**src/rtl/sm_bus_arbiter_if.sv**
```systemverilog
// Two-master request/ack ports plus the single shared bus toward the bus matrix.
// Handshake: mXReq is held high with address/write/data stable until a one-cycle mXAck; mXRData is valid in that Ack cycle.
interface sm_bus_arbiter_if;
    logic        m0Req;
    logic [31:0] m0Addr;
    logic        m0Write;
    logic [31:0] m0WData;
    logic [31:0] m0RData;
    logic        m0Ack;

    logic        m1Req;
    logic [31:0] m1Addr;
    logic        m1Write;
    logic [31:0] m1WData;
    logic [31:0] m1RData;
    logic        m1Ack;

    logic [31:0] bAddr;
    logic        bWrite;
    logic [31:0] bWData;
    logic [31:0] bRData;

    // Arbiter side: accepts master requests, drives the shared bus.
    modport slave (
        input  m0Req, m0Addr, m0Write, m0WData,
        input  m1Req, m1Addr, m1Write, m1WData,
        input  bRData,
        output m0RData, m0Ack, m1RData, m1Ack,
        output bAddr, bWrite, bWData
    );

    // Environment side: masters plus the bus matrix model.
    modport master (
        output m0Req, m0Addr, m0Write, m0WData,
        output m1Req, m1Addr, m1Write, m1WData,
        output bRData,
        input  m0RData, m0Ack, m1RData, m1Ack,
        input  bAddr, bWrite, bWData
    );
endinterface

```
**src/rtl/sm_bus_arbiter.sv**
```systemverilog
// Two-master bus arbiter: IDLE -> ACCESS (one bus cycle) -> DONE (Ack cycle).
// Round-robin or fixed-priority tie-break; per-master captured read data.
module sm_bus_arbiter #(
    parameter bit FIXED_PRIO = 1'b0
) (
    input  logic              clk,
    input  logic              rst_n,
    sm_bus_arbiter_if.slave   bus,
    output logic [1:0]        dbg_state
);

    typedef enum logic [1:0] {
        IDLE   = 2'd0,
        ACCESS = 2'd1,
        DONE   = 2'd2
    } state_e;

    state_e      state_q, state_d;
    logic        grant_q, grant_d;
    logic        last_grant_q, last_grant_d;
    logic [31:0] rdata0_q, rdata0_d;
    logic [31:0] rdata1_q, rdata1_d;
    logic        winner;

    always_ff @(posedge clk or negedge rst_n) begin
        if (!rst_n) begin
            state_q      <= IDLE;
            grant_q      <= 1'b0;
            last_grant_q <= 1'b1;
            rdata0_q     <= '0;
            rdata1_q     <= '0;
        end else begin
            state_q      <= state_d;
            grant_q      <= grant_d;
            last_grant_q <= last_grant_d;
            rdata0_q     <= rdata0_d;
            rdata1_q     <= rdata1_d;
        end
    end

    always_comb begin
        state_d      = state_q;
        grant_d      = grant_q;
        last_grant_d = last_grant_q;
        rdata0_d     = rdata0_q;
        rdata1_d     = rdata1_q;
        winner       = 1'b0;
        bus.bAddr    = '0;
        bus.bWrite   = 1'b0;
        bus.bWData   = '0;
        bus.m0Ack    = 1'b0;
        bus.m1Ack    = 1'b0;

        // A lone requester wins outright; on a tie the tie-break decides.
        if (bus.m0Req && bus.m1Req) begin
            if (FIXED_PRIO) winner = 1'b0;
            else            winner = ~last_grant_q;
        end else begin
            winner = bus.m1Req;
        end

        case (state_q)
            IDLE: begin
                if (bus.m0Req || bus.m1Req) begin
                    grant_d      = winner;
                    last_grant_d = winner;
                    state_d      = ACCESS;
                end
            end
            ACCESS: begin
                if (grant_q) begin
                    bus.bAddr  = bus.m1Addr;
                    bus.bWrite = bus.m1Write;
                    bus.bWData = bus.m1WData;
                    rdata1_d   = bus.bRData;
                end else begin
                    bus.bAddr  = bus.m0Addr;
                    bus.bWrite = bus.m0Write;
                    bus.bWData = bus.m0WData;
                    rdata0_d   = bus.bRData;
                end
                state_d = DONE;
            end
            DONE: begin
                bus.m0Ack = ~grant_q;
                bus.m1Ack = grant_q;
                state_d   = IDLE;
            end
            default: state_d = IDLE;
        endcase
    end

    assign bus.m0RData = rdata0_q;
    assign bus.m1RData = rdata1_q;
    assign dbg_state   = state_q;

endmodule

```
**src/flat_wrapper.sv**
```systemverilog
// flat-port wrapper written by rule: the top's interface ports become plain ports
module sm_bus_arbiter_flat 
#(
    parameter bit FIXED_PRIO = 1'b0
)
  (clk, rst_n, dbg_state, bus_m0Req, bus_m0Addr, bus_m0Write, bus_m0WData, bus_m1Req, bus_m1Addr, bus_m1Write, bus_m1WData, bus_bRData, bus_m0RData, bus_m0Ack, bus_m1RData, bus_m1Ack, bus_bAddr, bus_bWrite, bus_bWData);
  sm_bus_arbiter_if bus_i ();
  input  logic clk;
  input  logic rst_n;
  output logic [1:0] dbg_state;
  input wire logic [$bits(bus_i.m0Req)-1:0] bus_m0Req;
  input wire logic [$bits(bus_i.m0Addr)-1:0] bus_m0Addr;
  input wire logic [$bits(bus_i.m0Write)-1:0] bus_m0Write;
  input wire logic [$bits(bus_i.m0WData)-1:0] bus_m0WData;
  input wire logic [$bits(bus_i.m1Req)-1:0] bus_m1Req;
  input wire logic [$bits(bus_i.m1Addr)-1:0] bus_m1Addr;
  input wire logic [$bits(bus_i.m1Write)-1:0] bus_m1Write;
  input wire logic [$bits(bus_i.m1WData)-1:0] bus_m1WData;
  input wire logic [$bits(bus_i.bRData)-1:0] bus_bRData;
  output wire logic [$bits(bus_i.m0RData)-1:0] bus_m0RData;
  output wire logic [$bits(bus_i.m0Ack)-1:0] bus_m0Ack;
  output wire logic [$bits(bus_i.m1RData)-1:0] bus_m1RData;
  output wire logic [$bits(bus_i.m1Ack)-1:0] bus_m1Ack;
  output wire logic [$bits(bus_i.bAddr)-1:0] bus_bAddr;
  output wire logic [$bits(bus_i.bWrite)-1:0] bus_bWrite;
  output wire logic [$bits(bus_i.bWData)-1:0] bus_bWData;
  assign bus_i.m0Req = bus_m0Req;
  assign bus_i.m0Addr = bus_m0Addr;
  assign bus_i.m0Write = bus_m0Write;
  assign bus_i.m0WData = bus_m0WData;
  assign bus_i.m1Req = bus_m1Req;
  assign bus_i.m1Addr = bus_m1Addr;
  assign bus_i.m1Write = bus_m1Write;
  assign bus_i.m1WData = bus_m1WData;
  assign bus_i.bRData = bus_bRData;
  assign bus_m0RData = bus_i.m0RData;
  assign bus_m0Ack = bus_i.m0Ack;
  assign bus_m1RData = bus_i.m1RData;
  assign bus_m1Ack = bus_i.m1Ack;
  assign bus_bAddr = bus_i.bAddr;
  assign bus_bWrite = bus_i.bWrite;
  assign bus_bWData = bus_i.bWData;
  sm_bus_arbiter #(.FIXED_PRIO(FIXED_PRIO)) u_core (.clk(clk), .rst_n(rst_n), .bus(bus_i), .dbg_state(dbg_state));
endmodule
```
**config.mk**
```make
export PLATFORM = sky130hd
export DESIGN_NAME = sm_bus_arbiter_flat
export DESIGN_NICKNAME = d
export VERILOG_FILES = /design/src/rtl/sm_bus_arbiter_if.sv /design/src/rtl/sm_bus_arbiter.sv /design/src/flat_wrapper.sv
export SDC_FILE = /design/constraint.sdc
export NUM_CORES = 1
export LEC_CHECK = 0
export CAP_MARGIN = 10
export CORE_MARGIN = 8
export CORE_UTILIZATION = 33
export CTS_CLUSTER_DIAMETER = 50
export DETAILED_ROUTE_END_ITERATION = 12
export GPL_TIMING_DRIVEN = 0
export PLACE_DENSITY_LB_ADDON = 0.2
export SLEW_MARGIN = 20
export SYNTH_ARGS = -nofsm -noshare
export SYNTH_HDL_FRONTEND = slang
export SYNTH_SLANG_ARGS = --single-unit
```
**constraint.sdc**
```tcl
create_clock -name clk -period 1.8 [get_ports clk]
set_input_delay 0.18 -clock clk [delete_from_list [all_inputs] [get_ports clk]]
set_output_delay 0.18 -clock clk [all_outputs]
set_load 0.01 [all_outputs]
```
# Yosys cells after proc, flatten, opt, wreduce, memory -nomap -nowiden
# Cells that the tools add are included.
totals:
  ff_bits: 68
  inputBits: 166
  out_inout_bits: 133
  word_cells: 27
op_classes:
  eq_ne: 3
  n_mux: 11
  n_bitwise: 2
  reduce_logical: 6
ops:
  columns: ["cell", "count"]
  rows:
  - ["2-to-1 mux 32 bit", 4]
  - ["AND reduction 2 bit", 3]
  - ["2-to-1 mux 1 bit", 5]
  - ["one-hot mux 2 bit (2 select lines)", 1]
  - ["equality test 2 x 1 -> 1 bit, second input constant", 1]
  - ["equality test 2 bit, second input constant", 1]
  - ["zero test 2 bit", 1]
  - ["2-to-1 mux 2 bit", 1]
  - ["inequality test 2 x 1 -> 1 bit, second input constant", 1]
  - ["NOT 1 bit", 2]
  - ["logical AND 1 bit", 1]
  - ["logical OR 1 bit", 1]

# Depth between registers and ports, before layout
# Gate-level depths: netlist of run 1.
logic_depth:
  depth_word: 3
  mapped_depth: 5

# Least setup slack after synthesis of run 1
# No wires, ideal clock.
synth_timing:
  kind: "register to register"
  from: "register u_core.state_q[1] (netlist: u_core.dbg_state[1])"
  to: "register u_core.rdata0_q[10] (netlist: u_core.bus.m0RData[10])"
  setup_ns: 0.125
  t_arrival_ns: 1.359
  required_ns: 1.675
  path_slack_ns: 0.316
  stages_incl_launch_ff: 5
  path_buffers: 2
  period_less_slack_ns: 1.484
  path_cell_list: "dfrtp_1 > buf_2 > nor3b_4 > buf_6 > mux2_2"
synth_via:
  elab_chain_len: 2
synth_lines:
  columns: ["element", "line", "source"]
  rows:
  - ["start, declared", "sm_bus_arbiter.sv:18", "state_e state_q, state_d;"]
  - ["start signal, assigned", "sm_bus_arbiter.sv:33", "state_q <= state_d;"]
  - ["equality test 2 x 1 -> 1 bit", "sm_bus_arbiter.sv:62", "case (state_q)"]
  - ["AND reduction 2 bit (no source line)", null, null]
  - ["end signal, assigned", "sm_bus_arbiter.sv:36", "rdata0_q <= rdata0_d;"]
  - ["end, declared", "sm_bus_arbiter.sv:21", "logic [31:0] rdata0_q, rdata0_d;"]
# Every way passes these cells.
# A chain may end at the register's enable or synchronous reset.

# Worst setup path in the final report of run 1
layout_timing:
  from: "register u_core.grant_q"
  to: "register u_core.rdata0_q[21] (netlist: u_core.bus.m0RData[21])"
layout_via:
  elab_chain_len: 2
layout_lines:
  columns: ["element", "line", "source"]
  rows:
  - ["start, declared", "sm_bus_arbiter.sv:19", "logic grant_q, grant_d;"]
  - ["start signal, assigned", "sm_bus_arbiter.sv:34", "grant_q <= grant_d;"]
  - ["NOT 1 bit", null, null]
  - ["AND reduction 2 bit (no source line)", null, null]
# Every way passes these cells.

==> reports/metrics.yaml, run 1 <==
logic_synthesis:
  ys.flop_type: "dfrtp_1"
  synth_top_family_by_area: "multiplexers"
  synth_area_leaders: "dfrtp_1 47%, mux2_2 20%, mux2i_1 18%, nor2_1 6.9%, buf_2 2.0%"
  yosysSeqAreaShare: 0.477
  synth_compound_gate_area_share: 0.00525
  synth_top_area_cell: "dfrtp_1"
  synth_top_area_frac: 0.469
  synth_edf_count: 0
  synth.most_common_cell: "dfrtp_1"
  synth_commonest_cells: "67 x dfrtp_1, 66 x nor2_1, 65 x mux2i_1, 62 x mux2_2, 14 x buf_2"
  synth_area_sq_um: 3570
  synth_xor_area_frac: 0
  ys_warn_count: 0
  synth-simple-area-share: 0.0935
  syn_nets: 464
  synth_mux_area_frac: 0.384
  ys_seq_elements: 68
  synthAdderAreaFrac: 0
  synthArstFlopShare: 1.00
  syn_inst: 298
  syn_avg_cell_area_sq_um: 12.0
  synth_cell_type_count: 21
setup_path:
  critPathCaptureType: "flip-flop"
  crit_type: "flip-flop to flip-flop"
  cp_slowest_cell: "nor3b_4"
  worst_path_most_repeated_cell: "buf_6"
  path_delay_family: "buffers and inverters"
  worst_path_largest_cell_delay_ns: 0.38
  timing.rr.start: "u_core.grant_q$_DFFE_PN0P_"
  rr_endpoint: "u_core.bus.m0RData[21]$_DFFE_PN0P_"
  worstSetupStartpointType: "flip-flop"
  cp.arrival_ns: 1.95
  cp_max_fo: 10
  cp.required_ns: 2.02
  path_buf_inv: 3
  rr_worst_depth: 5
  r2r_slack_ns: 0.07
  cp_cell_sequence: "buf_6, buf_4, nor3b_4, buf_6, mux2_2"
global_route:
  grt_pass1_vias: 3817
  grt-ovfl-total: 0
  grtUsageTotal: 0.203
  antenna_found_initial: 0
  grt_max_degree: 52
  grt_first_pass_wirelength_microns: 22600
power:
  p_per_area_nw_per_um2: 1580
  power.total_mw: 11.1
  p_int_mw: 7.16
  swShare: 0.352
  p_clk_frac: 0.124
  p_sw_mw: 3.89
  peakVddDrop_mv: 0.728
  power.leakage_nw: 3.17
  combPwrFrac: 0.629
  seqPwrFrac: 0.247
run_status:
  status: "finished, final reports clean"
route:
  met1_length_microns: 5180
  routed_wl_microns: 15000
  highest_layer: "met4"
  drc_errors: 0
  ant_nets: 0
  wl_met2_microns: 8420
  drtIter0Drc: 157
  via_per_inst: 4.58
  first_pass_iters: 4
  met3_length_microns: 1200
  vias: 3475
  wl_per_cell_microns: 19.8
timing:
  setup_ws_ns: 0.0744
  drv_slew: 0
  final_hold_viol_count: 0
  rsz0062_at_grt: "yes"
  slew-limit-headroom: 0.739
  finalCritPeriodShare: 0.959
  worst_pin_slew_ns: 0.391
  max_freq_mhz: 580
  setup_viol: 0
  fin_skew_ns: 0.00938
  fin_crit_ns: 1.73
flow_run:
  max-cap-violations: 0
die:
  die_w_microns: 120
  rows: 38
  num_io_pins: 299
  initial_utilization: 0.334
  die_h_microns: 120
  core_sq_um: 10700
  die-area_sq_um: 14400
clock_tree:
  clkSinkCount: 68
  clk_path_buf_depth: 2
  cts_root_buf: "clkbuf_8"
  clock_latency_ns: 0.34
  clk_pin_slew_ns: 0.08
  cts_tree: "yes"
  cts_made_buffers: 9
  cts_htree_levels: 3
place:
  pre_cts_slack_ns: -0.244
  hpwl_microns: 12900
  place_area_sq_um: 6760
  place.gp.congestion: 0.814
  io_buffers: 298
layout:
  nets: 780
  area_delta_synth_final_pct: 95.3
  drive_gt1_frac: 0.263
  n_antenna_cell: 0
  final_area_sq_um: 6980
hold_path:
  hold_path_class: "input port to asynchronous set/reset pin"
==> repair_timing <==
| action | in CTS | in global routing |
|---|---|---|
| setup buffers | 3 | 0 |
| gates cloned | 1 | 2 |
| gates resized for setup | 196 | 40 |
| hold endpoints to repair | 17 | 0 |
| pin swaps | 0 | 0 |
| hold buffers | 1 | 0 |
| setup endpoints to repair | 67 | 44 |
==> state kept, by name, indices dropped and copies added, names as in the netlist <==
name / count
u_core.bus.m0RData: 32
u_core.bus.m1RData: 32
u_core.dbg_state: 2
u_core.grant_q: 1
u_core.last_grant_q: 1
==> stage by stage <==
stage / utilization / setup TNS [ns] / hold WS (ns) / instances
floorplan: - / 0 / -0.116 / 298
global placement: 0.629 / -119.14 / 0.473 / 736
detailed placement: 0.631 / -10.84 / 0.0771 / 737
CTS: 0.656 / 0 / 0.242 / 757
global route: 0.652 / -0.0538 / 0.248 / 759
finish: 0.652 / 0 / 0.246 / 759
==> cells by family after synthesis <==
logic type,after synthesis
AO/OA/AOI/OAI,2
buffers and inverters,24
flip-flops,68
multiplexers,129
AND/OR/NAND/NOR,75
==> per-layer routing <==
layer | GRT usage | vias to the layer above
met4 | 0.0546 | 0
met2 | 0.378 | 135
met5 | 0 | -
met1 | 0.209 | 1658
li1 | - | 1665
met3 | 0.0728 | 17
==> worst max-delay path by stage <==
stage                                    startpoint                            endpoint  cells after the start
floorplan           u_core.dbg_state[1]$_DFFE_PN0P_  u_core.bus.m0RData[10]$_DFFE_PN0P_                      4
global placement                              rst_n  u_core.bus.m1RData[18]$_DFFE_PN0P_                      1
detailed placement  u_core.dbg_state[1]$_DFFE_PN0P_                       bus_bWData[9]                      6
CTS                 u_core.dbg_state[1]$_DFFE_PN0P_                      bus_bWData[21]                      5
global route             u_core.grant_q$_DFFE_PN0P_                       bus_bWData[3]                      5
finish                   u_core.grant_q$_DFFE_PN0P_  u_core.bus.m0RData[21]$_DFFE_PN0P_                      5
==> layout make-up <==
type	count	area, sq um
fillers	901	3720
repair buffers	306	2890
multi-input cells	206	1740
flip-flops and latches	68	1700
plain buffers	22	245
well taps	140	175
clock buffers	9	124
clock inverters	7	98.8
inverters	1	3.75
==> worst reg2reg max path, cell delays in order, from the launching register on <==
cell and delay, ns:
dfrtp_1 0.37, buf_6 0.14, buf_4 0.15, nor3b_4 0.38, buf_6 0.22, mux2_2 0.35
==> power by group through the flow <==
stage / clock network (mW) / logic [mW] / registers [mW]
final: 1.37 / 6.95 / 2.72
after global routing: 1.48 / 7.41 / 2.83
after CTS: 1.42 / 6.97 / 2.73
after detailed placement: 0 / 6.91 / 2.75
after global placement: 0 / 6.81 / 2.71
after floorplan: 0 / 2.91 / 3.08
==> layout by cell type (no fill, tap or decap), types with 2 or more instances in the layout <==
| cell type | n |
|---|---|
| buf_12 | 4 |
| buf_2 | 36 |
| buf_4 | 8 |
| buf_6 | 8 |
| bufinv_16 | 2 |
| clkbuf_16 | 2 |
| clkbuf_2 | 11 |
| clkbuf_4 | 2 |
| clkbuf_8 | 9 |
| clkdlybuf4s15_1 | 4 |
| clkdlybuf4s15_2 | 3 |
| clkdlybuf4s50_1 | 230 |
| clkinv_4 | 2 |
| dfrtp_1 | 66 |
| dlygate4sd2_1 | 16 |
| mux2_1 | 2 |
| mux2_2 | 62 |
| mux2i_1 | 63 |
| mux2i_2 | 2 |
| nor2_1 | 66 |
| nor3b_1 | 2 |
(Power assumes the default switching activity.)
==> inputs of run 2 (changes only) <==
--- a/config.mk
+++ b/config.mk
@@ -6,13 +6,12 @@
 export NUM_CORES = 1
 export LEC_CHECK = 0
 export CAP_MARGIN = 10
-export CORE_MARGIN = 8
-export CORE_UTILIZATION = 33
+export CORE_AREA = 2 2 117 119
 export CTS_CLUSTER_DIAMETER = 50
 export DETAILED_ROUTE_END_ITERATION = 12
+export DIE_AREA = 0 0 119 121
 export GPL_TIMING_DRIVEN = 0
 export PLACE_DENSITY_LB_ADDON = 0.2
-export SLEW_MARGIN = 20
 export SYNTH_ARGS = -nofsm -noshare
 export SYNTH_HDL_FRONTEND = slang
 export SYNTH_SLANG_ARGS = --single-unit
==> run 2 against run 1 <==
The run now ends with negative hold slack, negative setup slack left. Non-clock buffer count stayed put. Power is 3.0% higher. Sequential share of layout area is 0.76 points lower. Combinational power is 2% higher. Core utilization is 10 points lower. Sequential cell count stayed put. Sequential power hardly changed. Routed wire length is 2.7% lower. Maximum frequency is 4.1% lower. Die area hardly changed. Worst setup slack worse by 0.075 ns.
==> reports/metrics.yaml, run 2 (same netlist as run 1, synthesis figures left out) <==
power:
  p_sw_mw: 3.95
  swShare: 0.347
  seqPwrFrac: 0.239
  p_clk_frac: 0.137
  combPwrFrac: 0.624
  power.leakage_nw: 3.20
  p_per_area_nw_per_um2: 1580
  peakVddDrop_mv: 0.564
  p_int_mw: 7.44
setup_path:
  crit_type: "flip-flop to output port"
  cp.arrival_ns: 1.62
  timing.rr.start: "u_core.grant_q$_DFFE_PN0P_"
  critPathCaptureType: "output port"
  worst_path_largest_cell_delay_ns: 0.34
  cp_slowest_cell: "dfrtp_1"
  cp_max_fo: 10
  worstSetupStartpointType: "flip-flop"
  cp.required_ns: 1.62
  worst_path_most_repeated_cell: "buf_6"
  rr_endpoint: "u_core.bus.m0RData[8]$_DFFE_PN0P_"
  rr_worst_depth: 6
  r2r_slack_ns: 0.16
  cp_cell_sequence: "buf_6, buf_6, mux2i_2, nor2_2, dlygate4sd2_1"
timing:
  rsz0062_at_grt: "yes"
  slew-limit-headroom: 0.427
  fin_skew_ns: 0.00401
  setup_ws_ns: -0.0000958
  worst_pin_slew_ns: 0.860
  finalSetupTns_ns: -0.0000958
  final_hold_viol_count: 55
  finalCritPeriodShare: 1.00
  drv_slew: 0
  holdWs_ns: -0.0294
  setup_viol: 1
  max_freq_mhz: 556
  fin_crit_ns: 1.80
layout:
  nets: 780
  area_delta_synth_final_pct: 102
  final_area_sq_um: 7200
  final_common_cell: "clkdlybuf4s50_1"
  drive_gt1_frac: 0.265
  final_cell_mix: "230 x clkdlybuf4s50_1, 66 x dfrtp_1, 62 x mux2_2, 61 x nor2_1, 56 x mux2i_1"
global_route:
  grt_max_degree: 69
  grt_pass1_vias: 3771
  use_met1: 0.219
  grt_util_met2: 0.349
  grt_first_pass_wirelength_microns: 21400
  antenna_found_initial: 2
  grt.busiest_layer: "met2"
  grtUsageTotal: 0.194
  grt_use_met3: 0.0578
  grt-ovfl-total: 0
die:
  num_io_pins: 299
  die-area_sq_um: 14400
  die_w_microns: 119
  rows: 42
  core_sq_um: 13100
  initial_utilization: 0.273
  die_h_microns: 121
clock_tree:
  hold_buffers: 0
  cts_htree_levels: 3
  cts_tree: "yes"
  cts_made_buffers: 9
  clk_pin_slew_ns: 0.06
  clk_path_buf_depth: 2
  clock_latency_ns: 0.32
  clkSinkCount: 68
  cts_root_buf: "clkbuf_16"
place:
  io_buffers: 298
  pre_cts_slack_ns: -0.254
  place_area_sq_um: 6770
  hpwl_microns: 11800
  place.gp.congestion: 0.857
route:
  first_pass_iters: 4
  routed_wl_microns: 14600
  vias: 3503
  wl_per_cell_microns: 18.4
  via_per_inst: 4.40
  drc_errors: 0
  drtIter0Drc: 165
  ant_nets: 0
run_status:
  failed_checks: "negative hold slack, negative setup slack"
  status: "complete, but fails checks"
flow_run:
  max-cap-violations: 0
hold_path:
  hold_path_class: "input port to asynchronous set/reset pin"
## run 2: through the flow
stage	total power, mW	cells	utilization
2_1_floorplan	5.99	298	-
3_3_place_gp	9.43	772	0.518
3_5_place_dp	9.56	772	0.518
4_1_cts	11.4	790	0.550
5_1_grt	12.0	796	0.550
6_report	11.4	796	0.550
## run 2: routing by layer
metal / up-vias / wire length, microns
met3: 18 / 1100
met5: - / 0
met2: 166 / 7520
met1: 1663 / 5660
met4: 0 / 334
li1: 1656 / -
## run 2: worst max path at each step
stage                                               start                            endpoint  slack, ns
after floorplan           u_core.dbg_state[1]$_DFFE_PN0P_  u_core.bus.m0RData[10]$_DFFE_PN0P_       0.32
after global placement                              rst_n     u_core.dbg_state[1]$_DFFE_PN0P_      -1.65
after detailed placement  u_core.dbg_state[1]$_DFFE_PN0P_                       bus_bWData[5]      -0.25
after CTS                      u_core.grant_q$_DFFE_PN0P_                       bus_bAddr[16]      -0.04
after global routing           u_core.grant_q$_DFFE_PN0P_                       bus_bAddr[16]      -0.06
final                          u_core.grant_q$_DFFE_PN0P_                       bus_bAddr[21]    -0.0001
## run 2: layout make-up
type / count / area, sq um
Multi-Input combinational cell: 206 / 1820
Antenna cell: 2 / 5.00
Sequential cell: 68 / 1700
Tap cell: 176 / 220
Clock buffer: 9 / 225
Inverter: 1 / 3.75
Timing Repair Buffer: 306 / 2920
Buffer: 22 / 254
Clock inverter: 6 / 42.5
Fill cell: 1182 / 5880
## run 2: what timing repair did
| action | 4_1_cts | 5_1_grt |
|---|---|---|
| setup endpoints to repair | 67 | 88 |
| cloned | 1 | 1 |
| setup buffers | 3 | 3 |
| gates resized for setup | 180 | 35 |
| pin swaps | 0 | 1 |
## run 2: power by group through the flow
stage	Sequential [mW]	Combinational [mW]	Clock, mW
after floorplan	3.08	2.91	0
after global placement	2.69	6.74	0
after detailed placement	2.75	6.81	0
after CTS	2.73	7.05	1.60
after global routing	2.83	7.53	1.67
final	2.72	7.10	1.56
## run 2: worst max-delay path: cells and delay by family (launching register included)
family / cells / cell delay [ns]
buf+inv: 3 / 0.64
flops: 1 / 0.34
mux: 1 / 0.25
simple gates: 1 / 0.07
